==> src/rtl/playback_streamer.sv <==
// Sample fetch/pacing stage ahead of the codec FIFO: walks the ROM, waits out its
// read latency, attenuates, and emits each sample REPEAT times under FIFO backpressure.
module playback_streamer #(
  parameter int ROM_SIZE     = 156151,
  parameter int ADDR_WIDTH   = 18,
  parameter int SAMPLE_WIDTH = 32,
  parameter int ROM_LATENCY  = 2,
  parameter int REPEAT       = 10
) (
  input  logic                    CLOCK_50,
  input  logic                    reset,
  input  logic                    start,
  input  logic                    stop,
  input  logic                    pause,
  input  logic                    loop_enable,
  input  logic [1:0]              volume_shift,
  output logic [ADDR_WIDTH-1:0]   rom_address,
  input  logic [SAMPLE_WIDTH-1:0] rom_data,
  input  logic                    audio_out_allowed,
  output logic [SAMPLE_WIDTH-1:0] left_channel_audio_out,
  output logic [SAMPLE_WIDTH-1:0] right_channel_audio_out,
  output logic                    write_audio_out,
  output logic                    playing,
  output logic                    done
);
  localparam logic [1:0] S_IDLE  = 2'd0;
  localparam logic [1:0] S_FETCH = 2'd1;
  localparam logic [1:0] S_WAIT  = 2'd2;
  localparam logic [1:0] S_EMIT  = 2'd3;
  localparam int LW = $clog2(ROM_LATENCY + 1);
  localparam int RW = $clog2(REPEAT + 1);

  logic [1:0]              state_q, state_d;
  logic [ADDR_WIDTH-1:0]   addr_q, addr_d;
  logic [LW-1:0]           lat_q, lat_d;
  logic [RW-1:0]           rep_q, rep_d;
  logic [SAMPLE_WIDTH-1:0] smp_q, smp_d;
  logic                    done_q, done_d;
  logic                    wr, last_write, last_addr;
  logic signed [SAMPLE_WIDTH-1:0] shifted;

  // Reset is folded in so no strobe reaches the codec on the reset edge.
  assign wr         = (state_q == S_EMIT) & audio_out_allowed & ~pause & ~stop & ~reset;
  assign last_write = wr & (rep_q == RW'(1));
  assign last_addr  = (addr_q == ADDR_WIDTH'(ROM_SIZE - 1));
  assign shifted    = $signed(rom_data) >>> volume_shift;

  always_comb begin
    state_d = state_q;
    addr_d  = addr_q;
    lat_d   = lat_q;
    rep_d   = rep_q;
    smp_d   = smp_q;
    done_d  = 1'b0;
    case (state_q)
      S_IDLE: if (start) state_d = S_FETCH;
      S_FETCH: begin
        state_d = S_WAIT;
        lat_d   = LW'(ROM_LATENCY);
      end
      S_WAIT: begin
        lat_d = lat_q - LW'(1);
        if (lat_q == LW'(1)) begin
          smp_d   = shifted;
          rep_d   = RW'(REPEAT);
          state_d = S_EMIT;
        end
      end
      default: begin
        if (wr) rep_d = rep_q - RW'(1);
        if (last_write) begin
          if (!last_addr) begin
            addr_d  = addr_q + ADDR_WIDTH'(1);
            state_d = S_FETCH;
          end else begin
            addr_d = '0;
            if (loop_enable) state_d = S_FETCH;
            else begin
              state_d = S_IDLE;
              done_d  = 1'b1;
            end
          end
        end
      end
    endcase
    // Stop overrides everything, including a same-cycle start.
    if (stop) begin
      state_d = S_IDLE;
      addr_d  = '0;
      lat_d   = '0;
      rep_d   = '0;
      done_d  = 1'b0;
    end
  end

  always_ff @(posedge CLOCK_50) begin
    if (reset) begin
      state_q <= S_IDLE;
      addr_q  <= '0;
      lat_q   <= '0;
      rep_q   <= '0;
      smp_q   <= '0;
      done_q  <= 1'b0;
    end else begin
      state_q <= state_d;
      addr_q  <= addr_d;
      lat_q   <= lat_d;
      rep_q   <= rep_d;
      smp_q   <= smp_d;
      done_q  <= done_d;
    end
  end

  assign rom_address             = addr_q;
  assign left_channel_audio_out  = smp_q;
  assign right_channel_audio_out = smp_q;
  assign write_audio_out         = wr;
  assign playing                 = (state_q != S_IDLE);
  assign done                    = done_q;
endmodule

==> config.mk <==
export PLATFORM = sky130hd
export DESIGN_NAME = playback_streamer
export DESIGN_NICKNAME = d
export VERILOG_FILES = /design/src/rtl/playback_streamer.sv
export SDC_FILE = /design/constraint.sdc
export NUM_CORES = 1
export LEC_CHECK = 0
export ABC_AREA = 0
export ABC_CLOCK_PERIOD_IN_PS = 3430
export BUFFER_PORTS_ARGS = -buffer_cell sky130_fd_sc_hd__buf_2
export CAP_MARGIN = 20
export CORE_MARGIN = 10
export CORE_UTILIZATION = 43
export DETAILED_ROUTE_END_ITERATION = 10
export GPL_TIMING_DRIVEN = 0
export PLACE_DENSITY = 0.7
export SETUP_SLACK_MARGIN = 0.2
export SLEW_MARGIN = 30
export SYNTH_ARGS = -nofsm -noshare
export SYNTH_HDL_FRONTEND = slang
export SYNTH_SLANG_ARGS = --single-unit
==> constraint.sdc <==
create_clock -name CLOCK_50 -period 3.43 [get_ports CLOCK_50]
set_input_delay 0.686 -clock CLOCK_50 [delete_from_list [all_inputs] [get_ports CLOCK_50]]
set_output_delay 0.686 -clock CLOCK_50 [all_outputs]
set_load 0.03 [all_outputs]
==> results of run 1 <==
[synthesized netlist by cell type, drive strengths merged, types with 6 or more instances]
cell / count
a21oi: 38
and3: 6
nand2: 70
nor3: 7
a211oi: 11
clkbuf: 12
nand3: 12
or3: 8
o31ai: 7
o21ai: 8
or4: 8
mux4: 25
ha: 9
nand4: 8
inv: 12
dfxtp: 59
o211ai: 6
buf: 44
[state kept, by name (all words and copies together), names as in the netlist]
signal                  flops
left_channel_audio_out     32
rom_address                18
rep_q                       4
lat_q                       2
state_q                     2
done                        1
[layout make-up]
type	instances	area (um^2)
Multi-Input combinational cell	265	2030
Clock inverter	5	77.6
Buffer	56	352
Inverter	12	45.0
Clock buffer	11	131
Fill cell	756	3620
Sequential cell	59	1180
Tap cell	105	131
Timing Repair Buffer	123	616
[worst reg2reg max path: stages, from the launching register on]
cell	delay [ns]
dfxtp_1	0.38
ha_1	0.28
nor4bb_1	0.26
buf_2	0.27
nand2_2	0.17
nor3_2	0.45
buf_2	0.32
a211oi_1	0.08
[routing by layer]
metal  vias to the layer above  track usage, %  part of all wire, %
met5                         -               0                    0
met4                         0            7.20                  2.3
met3                        14            5.26                  6.3
met2                       108            26.5                   49
met1                      1660            19.4                   43
li1                       1678               -                    -
[per-stage QoR]
step           std cells  util (%)  setup WS, ns  hold slack (ns)  power, uW
2_1_floorplan        392         -          1.09            0.462        810
3_3_place_gp         620      53.2         0.768            0.455        860
3_5_place_dp         620      53.2         0.753            0.463        864
4_1_cts              636      55.8         0.931            0.471       1550
5_1_grt              636      55.8         0.811            0.488       1600
6_report             636      55.8         0.936            0.467       1540
[where the power goes]
group | internal (uW) | switching [uW] | total, uW
combinational | 82.0 | 78.2 | 160
clock | 407 | 280 | 687
sequential | 687 | 1.70 | 688
total | 1180 | 360 | 1540
[final timing paths]
check | from | to | slack [ns] | cells past startpoint
min reg2reg | left_channel_audio_out[9]$_SDFFE_PP0P_ | left_channel_audio_out[9]$_SDFFE_PP0P_ | 0.47 | 2
max reg2reg | state_q[0]$_SDFFE_PP0P_ | rom_address[12]$_SDFFE_PP0P_ | 1.10 | 7
max | stop | write_audio_out | 0.94 | 4
min | left_channel_audio_out[9]$_SDFFE_PP0P_ | left_channel_audio_out[9]$_SDFFE_PP0P_ | 0.47 | 2
[cell families (layout without fill, tap and decap cells)]
logic type	count (synthesis)	in the layout
buffers and inverters	68	207
DFF	59	59
and+or+nand+nor	141	141
AOI/OAI and AO/OA	77	77
adders and majority gates	9	9
muxes	32	32
xor gates and xnor gates	6	6
==> metrics.yaml, run 1 <==
status: "complete, no violations"
ys_ff_latch: 59
fin_crit_sh_pct: 72.7
cap_violations: 0
firstDrtPassIters: 4
num-nets-final: 576
final_cell_mix: "128 x buf_2, 69 x nand2_1, 59 x dfxtp_1"
crit_family: "simple AND/OR/NAND/NOR gates"
post_cts_resized: 0
synthCells: 392
p_leak_uw: 0.00193
max-vdd-ir-drop_mv: 0.189
place_area_um2: 4350
synth_compound_area_share_pct: 13.1
crit_required_ns: 2.74
final_common_cell: "buf_2"
fmax_mhz: 401
min_path_type: "register to register"
async_flop_share_pct: 0
vias: 3460
arrival_ns: 1.81
wl_mm: 10.6
die_x_um: 112
worst-path-max-fanout: 4
wl_per_cell_um: 16.6
synth_xor_area_share_pct: 1.46
setup_viol: 0
portBuffers: 123
synth_nets: 442
slowest_stage: "nor4b_1"
critPathKind: "input port to output pin"
relSlewSlack_pct: 51.3
grt_max_degree: 11
clkLatencyLatePin_ns: 0.34
final.min_clock_period_ns: 2.49
antenna_found_initial: 0
tns_ns: 0
synth_top_family_by_area: "simple AND/OR/NAND/NOR gates"
clkTransAtPathRegs_ns: 0.06
route.detailed.drc: 0
root_buffer: "clkbuf_8"
crit_top_cell: "buf_2"
dieArea_um2: 12400
synth_top_area_share_pct: 32.8
synth.largest_area_cell: "dfxtp_1"
yosys.area_share.simple_pct: 20.8
overflow: 0
cts_hold_buffers: 0
core_area_um2: 8180
clock-sinks: 59
dr.first_iter.drc_count: 187
syn_avg_cell_area_um2: 9.19
synthAdderAreaFrac_pct: 3.13
drive_gt1_share_pct: 40.9
syn-cell-area_um2: 3600
ant_nets: 0
power_density_nw_per_um2: 337
fin_area_um2: 4560
worstMarginPinSlew_ns: 0.731
path_cells: "buf_2, nor4b_1, and2_1, buf_2"
synthMuxAreaShare_pct: 17.7
slew_violations: 0
rsz0062_at_grt: "no"
crit_buf_inv: 2
start_util_pct: 44.1
hold_viol: 0
gp_congestion: 0.847
synth-seq-area-share_pct: 32.8
synth_enable_flop_cells: 0
htreeDepth: 3
track_usage_pct: 16.4
dp_hpwl_mm: 8.27
fp.dieH_um: 112
critPathCaptureType: "output pin"
start_kind: "input port"
ioPinCount: 126
fin_skew_ns: 0.0147
ys.warnings.count: 0
row_count: 33
viasPerCell: 5.44
ys_top_cells_by_area: "dfxtp_1 33%, mux4_2 16%, nand2_1 7.2%"
max_stage_delay_ns: 0.53
post_cts_buffers: 0
cts_buffers: 9
antenna_cells: 0
synth-main-ff-cell: "dfxtp_1"
area_growth_pct: 26.5
first_global_vias: 3455
ys_types: 49
cts_tree: "built"
cts_max_path_buffers: 2
grt_pass1_wl_mm: 16.9
Note: power is estimated with default switching activity, not from simulation.
==> inputs of run 2 (changes only) <==
- ABC_AREA: 0 -> 1
- ABC_CLOCK_PERIOD_IN_PS: 3430 -> 2400
- clock period: 3.43 -> 2.4 ns (I/O delays scaled with it)
==> metrics.yaml, run 2 <==
core_area_um2: 8180
yosys.area_share.simple_pct: 30.5
start_util_pct: 44.0
fin_skew_ns: 0.0114
cap_violations: 0
r2r-start: "state_q[0]$_SDFFE_PP0P_"
fin_area_um2: 4520
final.setup.worst_slack_ns: 0.414
status: "complete, no violations"
p_sw_share_pct: 25.9
tns_ns: 0
p_leak_uw: 0.00244
track_usage_pct: 16.1
grt_pass1_wl_mm: 17.1
clkTransAtPathRegs_ns: 0.06
holdPathStages: 2
cts_tree: "built"
gp_congestion: 0.875
fin_crit_sh_pct: 82.7
wl_mm: 10.2
post_cts_buffers: 0
rr_worst_depth: 9
num-nets-final: 693
p_clk_share_pct: 40.2
syn-cell-area_um2: 3590
clkLatencyLatePin_ns: 0.34
die_x_um: 111
power.internal_uw: 1500
dieArea_um2: 12400
synth_top_cells_by_count: "114 x nand2_1, 63 x inv_1, 59 x dfxtp_1, 43 x nor2_1, 34 x o21ai_0"
start_kind: "register"
htreeDepth: 3
synth.largest_area_cell: "dfxtp_1"
final.min_clock_period_ns: 1.99
synth_compound_area_share_pct: 15.7
synth_xor_area_share_pct: 1.22
ys_top_cells_by_area: "dfxtp_1 33%, nand2_1 12%, o221ai_1 6.8%"
synth_enable_flop_cells: 0
antenna_cells: 0
max-vdd-ir-drop_mv: 0.244
grt_max_degree: 11
largest_reg_flops: 32
ys_types: 38
relSlewSlack_pct: 68.7
overflow: 0
critPathKind: "register to output pin"
final_common_cell: "buf_2"
worst-path-max-fanout: 4
synth_nets: 557
portBuffers: 125
root_buffer: "clkbuf_8"
viasPerCell: 4.91
fp.dieH_um: 111
post_cts_resized: 0
final_cell_mix: "130 x buf_2, 114 x nand2_1, 63 x inv_1"
cts_buffers: 9
ys.warnings.count: 0
synth-seq-area-share_pct: 32.9
syn_avg_cell_area_um2: 7.09
row_count: 33
synth-main-ff-cell: "dfxtp_1"
vias: 3694
synth_top_family_by_area: "simple AND/OR/NAND/NOR gates"
min_to: "done$_SDFF_PP0_"
r2r_end: "left_channel_audio_out[12]$_SDFFE_PP0P_"
rsz0062_at_grt: "no"
dp_hpwl_mm: 8.30
clock-sinks: 59
cts_max_path_buffers: 2
post-place-ws_ns: 0.558
fmax_mhz: 504
power_density_nw_per_um2: 446
synthAdderAreaFrac_pct: 3.13
ys_ff_latch: 59
critPathCaptureType: "output pin"
antenna_found_initial: 0
slew_violations: 0
synth_top_area_share_pct: 32.9
worstMarginPinSlew_ns: 0.469
cts_hold_buffers: 0
wl_per_cell_um: 13.6
async_flop_share_pct: 0
firstDrtPassIters: 7
place_area_um2: 4350
synthMuxAreaShare_pct: 0.557
ff2ff_setup_slack_ns: 0.54
setup_viol: 0
crit_required_ns: 1.92
multiInputGateArea_um2: 1840
drive_gt1_share_pct: 35.2
p_seq_share_pct: 49.0
arrival_ns: 1.51
switchingPower_uw: 522
register_area_um2: 1180
route.detailed.drc: 0
area_growth_pct: 25.9
holdCritStartpoint: "loop_enable"
synthCells: 507
dr.first_iter.drc_count: 127
hold_viol: 0
fin_util_pct: 55.3
synth_most_common_cell: "nand2_1"
min_path_type: "input port to register"
num-fill-cells: 840
pwr-share-comb_pct: 10.8
ant_nets: 0
ioPinCount: 126
first_global_vias: 3593
[run 2: changes by cell type in the layout (fill, tap and decap cells not counted), moves of 7 or more]
cell	delta
nor2_1	+39
o31ai_1	-7
nand3_1	+7
inv_1	+51
o221ai_1	+28
a211oi_1	-8
a21oi_1	-21
nand2_1	+45
or3_1	-8
mux4_2	-25
o21ai_0	+26
or2_2	+25
[run 2: worst max path at each step]
| stage | from | endpoint | slack [ns] | cells after the start |
|---|---|---|---|---|
| after floorplan | rom_address[1]$_SDFFE_PP0P_ | rom_address[12]$_SDFFE_PP0P_ | 0.80 | 8 |
| after detailed placement | state_q[0]$_SDFFE_PP0P_ | left_channel_audio_out[16]$_SDFFE_PP0P_ | 0.56 | 9 |
| final | state_q[0]$_SDFFE_PP0P_ | write_audio_out | 0.41 | 4 |
| after global placement | reset | write_audio_out | 0.58 | 5 |
| after CTS | state_q[0]$_SDFFE_PP0P_ | write_audio_out | 0.37 | 4 |
| after global routing | state_q[0]$_SDFFE_PP0P_ | write_audio_out | 0.29 | 4 |
[run 2: area by class of cell]
class                           instances  share of cell area (%)
Buffer                                 48                    7.11
Clock buffer                           14                    3.60
Clock inverter                          2                   0.221
Inverter                               67                    5.64
Multi-Input combinational cell        333                    40.6
Sequential cell                        59                    26.1
Tap cell                              105                    2.90
Timing Repair Buffer                  125                    13.8
[run 2: critical path: stages, from the launching register on]
cell and delay, ns:
dfxtp_1 0.38, ha_1 0.22, nand3_1 0.19, nor2_8 0.16, buf_2 0.22
[run 2: through the flow]
stage,power [uW],cells,hold WS (ns)
global placement,1220,737,0.463
floorplan,1150,507,0.446
detailed placement,1230,737,0.481
CTS,2040,753,0.335
global route,2120,753,0.327
finish,2020,753,0.346
[run 2: cells by family after synthesis]
group | count (synthesis)
compound gates | 88
xor+xnor | 5
fa+ha+maj | 9
buf+inv | 115
flops | 59
mux | 2
simple gates | 229
[run 2: power by group through the flow]
stage          registers (uW)  clock network [uW]  logic [uW]
2_1_floorplan            1010                   0         136
3_3_place_gp             1010                   0         212
3_5_place_dp             1010                   0         216
4_1_cts                   990                 833         217
5_1_grt                   990                 883         247
6_report                  990                 811         218
[run 2: metal layers]
metal  track usage, %  wire length, um  vias up
li1                 -                -     1889
met1             19.0             4530     1667
met2             27.0             4880      118
met3             4.40              622       20
met4             6.34              179        0
met5                0                0        -
